==> src/rtl/ws2812_pkg.sv <==
// Shared types and elaboration helpers for the WS2812 stream driver.
package ws2812_pkg;

    typedef enum logic [1:0] {
        IDLE  = 2'd0,
        FETCH = 2'd1,
        SEND  = 2'd2,
        LATCH = 2'd3
    } state_t;

    localparam longint unsigned NS_PER_S = 64'd1_000_000_000;

    // Nanoseconds to whole clock cycles, truncating.
    function automatic int unsigned ns_to_cycles(input longint unsigned clk_hz,
                                                 input longint unsigned ns);
        return 32'((clk_hz * ns) / NS_PER_S);
    endfunction

endpackage

==> src/rtl/ws2812_stream_driver_if.sv <==
// Pixel stream handshake between a pixel source and the LED driver.
interface ws2812_stream_driver_if #(
    parameter int unsigned DW = 24
) ();
    logic [DW-1:0] pix_data;
    logic          pix_valid;
    logic          pix_ready;

    modport master (output pix_data, output pix_valid, input  pix_ready);
    modport slave  (input  pix_data, input  pix_valid, output pix_ready);
endinterface

==> src/rtl/ws2812_bit_encoder.sv <==
// Serialises one pixel MSB first into WS2812 high/low bit periods.
module ws2812_bit_encoder #(
    parameter int unsigned DW  = 24,
    parameter int unsigned PER = 31,
    parameter int unsigned H0  = 10,
    parameter int unsigned H1  = 20
) (
    input  logic          clk,
    input  logic          reset,
    input  logic          i_load,
    input  logic [DW-1:0] i_data,
    output logic          o_led,
    output logic          o_pixel_done_c
);
    localparam int unsigned CW = $clog2(PER);
    localparam int unsigned IW = (DW > 1) ? $clog2(DW) : 1;

    logic [DW-1:0] r_shift;
    logic [CW-1:0] r_cnt;
    logic [IW-1:0] r_idx;
    logic          r_active;
    logic [CW-1:0] w_high;

    assign w_high         = r_shift[DW-1] ? CW'(H1) : CW'(H0);
    assign o_pixel_done_c = r_active && (r_cnt == CW'(PER - 1)) && (r_idx == IW'(DW - 1));

    // Bit-period counter, shift register and registered pin; a load wins over the end of a pixel.
    always_ff @(posedge clk) begin
        if (reset) begin
            r_shift  <= '0;
            r_cnt    <= '0;
            r_idx    <= '0;
            r_active <= 1'b0;
            o_led    <= 1'b0;
        end else begin
            o_led <= r_active && (r_cnt < w_high);
            if (i_load) begin
                r_shift  <= i_data;
                r_cnt    <= '0;
                r_idx    <= '0;
                r_active <= 1'b1;
            end else if (r_active) begin
                if (r_cnt == CW'(PER - 1)) begin
                    r_cnt <= '0;
                    if (r_idx == IW'(DW - 1)) begin
                        r_active <= 1'b0;
                    end else begin
                        r_idx   <= r_idx + IW'(1);
                        r_shift <= r_shift << 1;
                    end
                end else begin
                    r_cnt <= r_cnt + CW'(1);
                end
            end
        end
    end

endmodule

==> src/rtl/ws2812_stream_driver.sv <==
// WS2812 frame driver: pulls scaled pixels over a stream into a one-deep buffer and sends them.
module ws2812_stream_driver
    import ws2812_pkg::*;
#(
    parameter int unsigned CLK_HZ      = 25_000_000,
    parameter int unsigned LED_CNT     = 8,
    parameter int unsigned CHANNELS    = 3,
    parameter int unsigned BPC         = 8,
    parameter int unsigned T_PERIOD_NS = 1250,
    parameter int unsigned T0H_NS      = 400,
    parameter int unsigned T1H_NS      = 800,
    parameter int unsigned T_RESET_NS  = 50000
) (
    input  logic                 clk,
    input  logic                 reset,
    input  logic                 start,
    input  logic [BPC-1:0]       brightness,
    ws2812_stream_driver_if.slave pix,
    output logic                 busy,
    output logic                 done,
    output logic                 underrun,
    output logic                 led_o
);
    localparam int unsigned DW     = CHANNELS * BPC;
    localparam int unsigned PW     = 2 * BPC + 1;
    localparam int unsigned PER    = ns_to_cycles(64'(CLK_HZ), 64'(T_PERIOD_NS));
    localparam int unsigned H0     = ns_to_cycles(64'(CLK_HZ), 64'(T0H_NS));
    localparam int unsigned H1     = ns_to_cycles(64'(CLK_HZ), 64'(T1H_NS));
    localparam int unsigned RST    = ns_to_cycles(64'(CLK_HZ), 64'(T_RESET_NS));
    localparam int unsigned RST_M2 = (RST >= 2) ? RST - 2 : 0;
    localparam int unsigned LCW    = (RST > 0) ? $clog2(RST + 1) : 1;
    localparam int unsigned PCW    = $clog2(LED_CNT + 1);

    if (H0 < 1 || H1 <= H0 || PER <= H1) begin : g_bad_timing
        $error("ws2812_stream_driver: invalid bit timing H0=%0d H1=%0d PER=%0d", H0, H1, PER);
    end
    if (LED_CNT < 1) begin : g_bad_led_cnt
        $error("ws2812_stream_driver: LED_CNT must be at least 1");
    end

    state_t           r_state;
    logic [BPC-1:0]   r_bright;
    logic [DW-1:0]    r_buf;
    logic             r_buf_full;
    logic [PCW-1:0]   r_acc;
    logic [LCW-1:0]   r_lcnt;
    logic [DW-1:0]    w_scaled;
    logic             w_pix_ready;
    logic             w_xfer;
    logic             w_load;
    logic             w_pix_done;

    assign w_pix_ready   = !r_buf_full && (r_state == FETCH || r_state == SEND)
                           && (r_acc < PCW'(LED_CNT));
    assign pix.pix_ready = w_pix_ready;
    assign w_xfer        = pix.pix_valid && w_pix_ready;
    assign w_load        = r_buf_full && ((r_state == FETCH) || (r_state == SEND && w_pix_done));

    // Per-channel brightness scaling: (ch * (brightness + 1)) >> BPC.
    always_comb begin
        w_scaled = '0;
        for (int c = 0; c < CHANNELS; c++) begin
            w_scaled[c*BPC +: BPC] = BPC'((PW'(pix.pix_data[c*BPC +: BPC])
                                          * (PW'(r_bright) + PW'(1))) >> BPC);
        end
    end

    // Frame control FSM with prefetch buffer, pixel count and latch timer.
    always_ff @(posedge clk) begin
        if (reset) begin
            r_state    <= IDLE;
            r_bright   <= '0;
            r_buf      <= '0;
            r_buf_full <= 1'b0;
            r_acc      <= '0;
            r_lcnt     <= '0;
            busy       <= 1'b0;
            done       <= 1'b0;
            underrun   <= 1'b0;
        end else begin
            done <= 1'b0;
            if (w_xfer) begin
                r_buf      <= w_scaled;
                r_buf_full <= 1'b1;
                r_acc      <= r_acc + PCW'(1);
            end else if (w_load) begin
                r_buf_full <= 1'b0;
            end
            case (r_state)
                IDLE: begin
                    if (start) begin
                        r_state    <= FETCH;
                        r_bright   <= brightness;
                        r_acc      <= '0;
                        r_buf_full <= 1'b0;
                        underrun   <= 1'b0;
                        busy       <= 1'b1;
                    end
                end
                FETCH: begin
                    if (r_buf_full) r_state <= SEND;
                end
                SEND: begin
                    // With a pixel buffered the encoder reloads seamlessly; otherwise the frame ends.
                    if (w_pix_done && !r_buf_full) begin
                        r_state    <= LATCH;
                        r_lcnt     <= '0;
                        r_buf_full <= 1'b0;
                        done       <= (RST == 1);
                        if (r_acc != PCW'(LED_CNT)) underrun <= 1'b1;
                    end
                end
                LATCH: begin
                    r_lcnt <= r_lcnt + LCW'(1);
                    if (RST >= 2 && r_lcnt == LCW'(RST_M2)) done <= 1'b1;
                    if (r_lcnt == LCW'(RST - 1)) begin
                        r_state <= IDLE;
                        busy    <= 1'b0;
                    end
                end
                default: r_state <= IDLE;
            endcase
        end
    end

    ws2812_bit_encoder #(
        .DW  (DW),
        .PER (PER),
        .H0  (H0),
        .H1  (H1)
    ) u_enc (
        .clk            (clk),
        .reset          (reset),
        .i_load         (w_load),
        .i_data         (r_buf),
        .o_led          (led_o),
        .o_pixel_done_c (w_pix_done)
    );

endmodule
==> src/flat_wrapper.sv <==
// flat-port wrapper written by rule: the top's interface ports become plain ports
module ws2812_stream_driver_flat import ws2812_pkg::*;
#(
    parameter int unsigned CLK_HZ      = 25_000_000,
    parameter int unsigned LED_CNT     = 8,
    parameter int unsigned CHANNELS    = 3,
    parameter int unsigned BPC         = 8,
    parameter int unsigned T_PERIOD_NS = 1250,
    parameter int unsigned T0H_NS      = 400,
    parameter int unsigned T1H_NS      = 800,
    parameter int unsigned T_RESET_NS  = 50000
)
  (clk, reset, start, brightness, busy, done, underrun, led_o, pix_pix_data, pix_pix_valid, pix_pix_ready);
  ws2812_stream_driver_if pix_i ();
  input  logic clk;
  input  logic reset;
  input  logic start;
  input  logic [BPC-1:0] brightness;
  output logic busy;
  output logic done;
  output logic underrun;
  output logic led_o;
  input wire logic [$bits(pix_i.pix_data)-1:0] pix_pix_data;
  input wire logic [$bits(pix_i.pix_valid)-1:0] pix_pix_valid;
  output wire logic [$bits(pix_i.pix_ready)-1:0] pix_pix_ready;
  assign pix_i.pix_data = pix_pix_data;
  assign pix_i.pix_valid = pix_pix_valid;
  assign pix_pix_ready = pix_i.pix_ready;
  ws2812_stream_driver #(.CLK_HZ(CLK_HZ), .LED_CNT(LED_CNT), .CHANNELS(CHANNELS), .BPC(BPC), .T_PERIOD_NS(T_PERIOD_NS), .T0H_NS(T0H_NS), .T1H_NS(T1H_NS), .T_RESET_NS(T_RESET_NS)) u_core (.clk(clk), .reset(reset), .start(start), .brightness(brightness), .pix(pix_i), .busy(busy), .done(done), .underrun(underrun), .led_o(led_o));
endmodule
==> config.mk <==
export PLATFORM = sky130hd
export DESIGN_NAME = ws2812_stream_driver_flat
export DESIGN_NICKNAME = d
export VERILOG_FILES = /design/src/rtl/ws2812_pkg.sv /design/src/rtl/ws2812_stream_driver_if.sv /design/src/rtl/ws2812_bit_encoder.sv /design/src/rtl/ws2812_stream_driver.sv /design/src/flat_wrapper.sv
export SDC_FILE = /design/constraint.sdc
export NUM_CORES = 1
export LEC_CHECK = 0
export CAP_MARGIN = 20
export CELL_PAD_IN_SITES_DETAIL_PLACEMENT = 1
export CELL_PAD_IN_SITES_GLOBAL_PLACEMENT = 1
export CORE_ASPECT_RATIO = 2
export CORE_UTILIZATION = 54
export CTS_BUF_LIST = sky130_fd_sc_hd__clkbuf_2 sky130_fd_sc_hd__clkbuf_4 sky130_fd_sc_hd__clkbuf_8
export CTS_CLUSTER_SIZE = 16
export DETAILED_ROUTE_END_ITERATION = 7
export GPL_TIMING_DRIVEN = 1
export PLACE_DENSITY_LB_ADDON = 0.05
export SLEW_MARGIN = 20
export SYNTH_ARGS = -nofsm -noshare
export SYNTH_HDL_FRONTEND = slang
export SYNTH_SLANG_ARGS = --single-unit
export TNS_END_PERCENT = 50
==> constraint.sdc <==
create_clock -name clk -period 12.7 [get_ports clk]
set_input_delay 1.27 -clock clk [delete_from_list [all_inputs] [get_ports clk]]
set_output_delay 1.27 -clock clk [all_outputs]
set_load 0.02 [all_outputs]
==> results of run 1 <==
-- Yosys cell counts (all sizes together) (29+ instances only) --
cell    number
dfxtp       89
xnor2       30
o21ai       29
clkbuf      31
nor2        59
a21oi       32
nand2       94
ha         112
a211oi      29
fa         120
inv        176
and2       154
-- stage by stage --
stage	hold slack [ps]	utilization [%]
4_1_cts	461	59.5
3_5_place_dp	443	58.5
2_1_floorplan	426	-
6_report	461	59.6
5_1_grt	503	59.6
3_3_place_gp	434	58.5
-- kinds of logic after synthesis --
group,count (synthesis),synth area share (%)
mux,25,2.43
simple gates,412,21.4
fa+ha+maj,232,36.9
xor+xnor,54,4.59
buf+inv,220,8.10
flops,89,17.3
compound gates,143,9.29
-- layer usage --
| metal | track usage, % | share of wire (%) | routed length, um | vias up |
|---|---|---|---|---|
| met1 | 27.5 | 35 | 9440 | 4133 |
| met2 | 59.3 | 58 | 15700 | 127 |
| met3 | 3.40 | 2.1 | 565 | 73 |
| met5 | 0 | 0 | 0 | - |
| li1 | - | - | - | 3815 |
| met4 | 13.9 | 4.4 | 1170 | 0 |
-- critical path, cell delays in order (launching register included) --
cell and delay (ps):
dfxtp_1 330, buf_4 320, ha_1 280, nand2_1 110, nor2_1 130, xor2_1 160, buf_4 330, and2_1 210
fa_1 440, fa_1 520, fa_1 490, inv_1 50, fa_1 470, inv_1 40, ha_1 330, nand2_1 100
nor4_1 560, o311a_1 360, a41oi_1 170, xnor2_1 260, o21ai_0 110
-- cells in the final DEF (no fill, tap or decap), types with 5 or more instances in the layout --
cell,instances
and2_1,154
and3_1,10
or3_1,5
xnor2_1,27
a21o_1,13
buf_4,12
nand4_1,11
clkbuf_8,10
nand2_1,94
dfxtp_1,89
o21ai_0,29
a31oi_1,10
mux2i_1,25
nand3_1,17
nor2_1,58
a21oi_1,32
a211oi_1,28
fa_1,120
xor2_1,24
nor2b_1,19
nand2b_1,6
inv_1,176
nor3_1,14
clkdlybuf4s50_1,39
ha_1,112
nand3b_1,6
-- power by group --
| part | switching, uW | internal [uW] |
|---|---|---|
| clock | 118 | 81.1 |
| sequential | 30.2 | 317 |
| combinational | 613 | 389 |
-- cell type report --
class | count | area share (%)
Clock buffer | 10 | 1.23
Clock inverter | 6 | 0.493
Inverter | 176 | 5.92
Multi-Input combinational cell | 866 | 69.2
Sequential cell | 89 | 16.0
Tap cell | 255 | 2.86
Timing Repair Buffer | 52 | 4.35
-- final timing paths --
check	startpoint	endpoint	slack [ps]	cells after the start
worst max-delay path	u_core.r_bright[0]$_SDFFE_PP0P_	u_core.r_buf[7]$_SDFFE_PP0P_	6800	20
worst min-delay path	u_core.r_buf[16]$_SDFFE_PP0P_	u_core.r_buf[16]$_SDFFE_PP0P_	460	2
worst max register to register	u_core.r_bright[0]$_SDFFE_PP0P_	u_core.r_buf[7]$_SDFFE_PP0P_	6800	20
worst min register to register	u_core.r_buf[16]$_SDFFE_PP0P_	u_core.r_buf[16]$_SDFFE_PP0P_	460	2
-- registers in the layout, summed over array words and instances, names as in the netlist --
name / flops
u_core.underrun: 1
u_core.r_bright: 8
u_core.busy: 1
u_core.done: 1
u_core.r_buf_full: 1
u_core.u_enc.o_led: 1
u_core.r_acc: 4
u_core.u_enc.r_shift: 24
u_core.u_enc.r_active: 1
u_core.u_enc.r_idx: 5
u_core.r_state: 2
u_core.r_lcnt: 11
u_core.r_buf: 24
u_core.u_enc.r_cnt: 5
==> metrics, run 1 <==
outcome completed; cell row count 71; dpl hpwl 21100 um; DRT antenna net count 0; CP required 12960 ps; GRT Total Usage 29.1%; io pins 41; Final Setup Violations 0; global-route wire length before repair 44000 um; top cells by area, synth fa_1 (23%), dfxtp_1 (17%), ha_1 (14%); core area 18700 um2; fin crit period 5900 ps; initial antenna violation count 0; setup TNS 0 ps; Port Buffers 40; Yosys top cell area share 23.3%; crit path max fanout 25; Post-DP Area 11000 um2; Worst-Margin Slew 800 ps; postcts setup bufs 0; MaxCap Viol Count 0; Layout Skew 15.3 ps; DRC 0; Register Area 1780 um2; dpl cells 1438; Post-Syn Area per Cell 8.77 um2; Clock Root Buffer clkbuf_8; CTS Buffer Depth 2; pre-CTS setup slack 6500 ps; area occupied by multi-input gates 7720 um2; unrepaired setup endpoints after global routing false; Syn. warnings 0; Distinct cells, synth 58; Non-Filler Instances 1454; Routed Wire Length 26900 um; sequential share of the synthesized area 17.3%; Power Density 139 nW/um2; crit path DAT 6160 ps; FMAX 0.170 GHz; VDD IR-drop max 68.0 uV; largest net degree at the start of global routing 68; htree depth 3; crit path kind reg2reg; Yosys reg bits 89; CTS tree done; final net count 1462; EDFF count, synth 0; CTS resizes 0; Fill cells 2275; Reg clk slew, reported paths 100 ps; initial DRC count 243; height of the die 197 um; Synth Cell Area 10300 um2; vias 8148; Die X 99.7 um; fraction of layout instances using a drive strength above 1 3.42%; Leakage 0.00542 uW; number of CTS-inserted buffers 9; Pre-antenna DRT Iters 4; final worst slack 6800 ps; Final Power 1550 uW; area grow syn2layout 8.33%; detailed-route wire length per cell 18.5 um; max-slew violations 0; hold_buf cts 0; vias in the first global route 9143; clk sinks 89; Final Cell Area 11200 um2; RD Place Congestion 0.853; crit start category flop; GRT Residual Overflow 0; Slew headroom 46.6%; Final period util 46.5%; final hold vios 0; Initial Utilization 55.0%; crit end category flop; ys async rst share 0%; worst skew pair latency 390 ps; Vias/cell 5.60; syn_nets 1443; Most used DFF post-synth dfxtp_1; Mapped Cells 1175; min-delay worst type reg2reg; cell taking the most area after synthesis fa_1; die area 19700 um2; Antenna diodes 0
No activity file was read; power rests on OpenSTA's default activity.
==> run 2: changes to the inputs <==
- CORE_UTILIZATION: 54 -> 45
- clock period: 12.7 -> 5.2 ns (I/O delays scaled with it)
==> run 2 against run 1 <==
Effect of this change:
- routed wire length is 5.7% higher
- clock skew hardly changed
- cell count rose by 5.9%
- worst setup slack lost 6800 ps
- non-clock buffer count up 61
- critical path depth is the same
- register-to-register slack lost 6800 ps
- cell area increased by 8.9%
- combinational power grew to 2.9 times the previous value
- clock-buffer cell count shrank 1
- largest cell class unchanged
- highest routed layer unchanged
==> metrics, run 2 (same netlist as run 1, synthesis figures left out) <==
Logic pwr share 68.9% (+4.2 points); detailed-route wire length per cell 18.4 um (-0.22%); vias 8239 (+1.1%); height of the die 216 um (+9.4%); outcome completed; Hold Path Origin u_core.r_buf[7]$_SDFFE_PP0P_; VDD IR-drop max 266 uV (+290%); core area 22500 um2 (+20%); Sw Pwr 1970 uW (+160%); crit path max fanout 6 (-76%); CTS tree done; largest registers u_core.r_buf: 24 flops, u_core.u_enc.r_shift: 24 flops, u_core.r_lcnt: 11 flops; crit start category flop; global-route wire length before repair 43600 um (-0.88%); crit path DAT 5440 ps (-720 ps); hold path cells 2 (unchanged); DRT antenna net count 0 (unchanged); register share of total power 20.2% (-2.2 points); clk sinks 89 (unchanged); Die X 109 um (+9.4%); Final Setup Violations 0 (unchanged); hold_buf cts 0 (unchanged); initial antenna violation count 0 (unchanged); htree depth 3 (unchanged); worst skew pair latency 400 ps (about the same); Initial Utilization 45.7% (-9.3 points); dpl hpwl 21700 um (+2.8%); Reg clk slew, reported paths 100 ps (about the same); final hold vios 0 (unchanged); CTS Buffer Depth 2 (unchanged); max-slew violations 0 (unchanged); most frequent cells in the layout inv_1 (172), and2_1 (152), fa_1 (118); largest net degree at the start of global routing 48 (-29%); GRT Total Usage 23.9% (-5.2 points); io pins 41 (unchanged); Non-Filler Instances 1540 (+5.9%); Final period util 99.4% (+53 points); crit end category flop; final worst slack 33.6 ps (-6770 ps); RD Place Congestion 0.878 (+2.9%); Reg-to-Reg End u_core.r_buf[4]$_SDFFE_PP0P_; final net count 1523 (+4.2%); Worst-Margin Slew 848 ps (+47.7 ps); Layout Skew 15.2 ps (-0.0999 ps); MaxCap Viol Count 0 (unchanged); dpl cells 1507 (+4.8%); Final Util 53.9% (-5.6 points); cell row count 78 (+9.9%); fraction of layout instances using a drive strength above 1 11.7% (+8.2 points); CP required 5480 ps (-7480 ps); Leakage 0.00576 uW (+6.3%); Register Area 1790 um2 (+0.42%); pre-CTS setup slack -45.8 ps (-6550 ps); vias in the first global route 9049 (-1.0%); number of CTS-inserted buffers 9 (unchanged); clock share of power 10.9% (-1.9 points); min-delay worst type reg2reg; area grow syn2layout 18.0%; initial DRC count 247 (+1.6%); Fill cells 2642 (+16%); Antenna diodes 0 (unchanged); DRC 0 (unchanged); Port Buffers 40 (unchanged); Routed Wire Length 28400 um (+5.7%); worst flop-to-flop path startpoint u_core.r_bright[1]$_SDFFE_PP0P_; switch share 47.0% (-2.1 points); GRT Residual Overflow 0 (unchanged); Power Density 345 nW/um2 (+150%); die area 23500 um2 (+20%); most common cell after layout, fill and taps aside inv_1; hold endpoint u_core.r_buf[7]$_SDFFE_PP0P_; Clock Root Buffer clkbuf_8; internal power 2220 uW (+180%); Vias/cell 5.35 (-4.5%); fin crit period 5170 ps (-733 ps); Pre-antenna DRT Iters 4 (unchanged); crit path kind reg2reg; area occupied by multi-input gates 8050 um2 (+4.2%); flop2flop setup slack 30 ps (-6770 ps); unrepaired setup endpoints after global routing true; Slew headroom 42.9% (-3.8 points); R2R cell count 20 (unchanged); FMAX 0.194 GHz (+14%)
==> run 2: changes by cell type in the layout (fill, tap and decap cells not counted), sizes merged <==
cell	delta
buf	+58
clkbuf	+2
inv	-2
clkinvlp	+2
clkinv	+1
==> run 2: timing repair <==
item                                    in CTS  in global routing
gates cloned                                 0                  4
endpoints found under the setup margin       5                 18
pin swaps                                    0                 30
resized for setup                            2                 69
setup buffers                                2                 11
==> run 2: layout make-up <==
cell class                      instances  share of cell area [%]
Tap cell                              280                    2.88
Inverter                              176                    5.43
Clock inverter                          7                   0.504
Clock buffer                            9                    1.02
Timing Repair Buffer                  113                    9.24
Sequential cell                        89                    14.7
Multi-Input combinational cell        866                    66.2
==> run 2: how the worst max path moves through the flow <==
stage / startpoint / to / slack, ps / cells after the start
finish: u_core.r_bright[1]$_SDFFE_PP0P_ / u_core.r_buf[4]$_SDFFE_PP0P_ / 30 / 20
global route: u_core.r_bright[1]$_SDFFE_PP0P_ / u_core.r_buf[4]$_SDFFE_PP0P_ / -110 / 20
CTS: u_core.r_bright[0]$_SDFFE_PP0P_ / u_core.r_buf[14]$_SDFFE_PP0P_ / 10 / 20
detailed placement: pix_pix_data[2] / u_core.r_buf[7]$_SDFFE_PP0P_ / -50 / 17
global placement: u_core.r_bright[0]$_SDFFE_PP0P_ / u_core.r_buf[7]$_SDFFE_PP0P_ / 20 / 21
floorplan: u_core.r_bright[0]$_SDFFE_PP0P_ / u_core.r_buf[14]$_SDFFE_PP0P_ / 150 / 19
==> run 2: power groups by stage <==
stage	clock, uW	combinational, uW	sequential [uW]
floorplan	0	1740	844
global placement	0	2530	852
detailed placement	0	2640	856
CTS	479	2660	840
global route	498	3280	859
finish	458	2890	847
==> run 2: critical path, stage by stage, from the launching register on <==
cell	delay, ps
dfxtp_2	380
buf_4	150
nand2_2	80
nor2_4	160
xor2_4	190
buf_6	180
nand2_1	80
fa_1	480
fa_1	560
inv_2	50
fa_1	550
inv_1	60
fa_2	520
inv_2	40
ha_4	150
a21o_1	180
or3_4	340
o311a_4	430
or3_1	320
nand3_1	90
a21oi_1	60
==> run 2: through the flow <==
| step | instance area (um2) | power, uW | TNS (ps) | hold WS (ps) |
|---|---|---|---|---|
| 5_1_grt | 12200 | 4640 | -687 | 465 |
| 2_1_floorplan | 10300 | 2590 | 0 | 426 |
| 3_5_place_dp | 11400 | 3490 | -106 | 443 |
| 3_3_place_gp | 11400 | 3390 | 0 | 436 |
| 6_report | 12200 | 4190 | 0 | 454 |
| 4_1_cts | 11600 | 3970 | 0 | 464 |
==> run 2: metal layers <==
| metal | up-vias | share of wire (%) | track usage (%) |
|---|---|---|---|
| li1 | 3931 | - | - |
| met1 | 4184 | 37 | 25.0 |
| met2 | 83 | 58 | 48.1 |
| met3 | 41 | 1.3 | 1.51 |
| met4 | 0 | 3.6 | 7.48 |
| met5 | - | 0 | 0 |
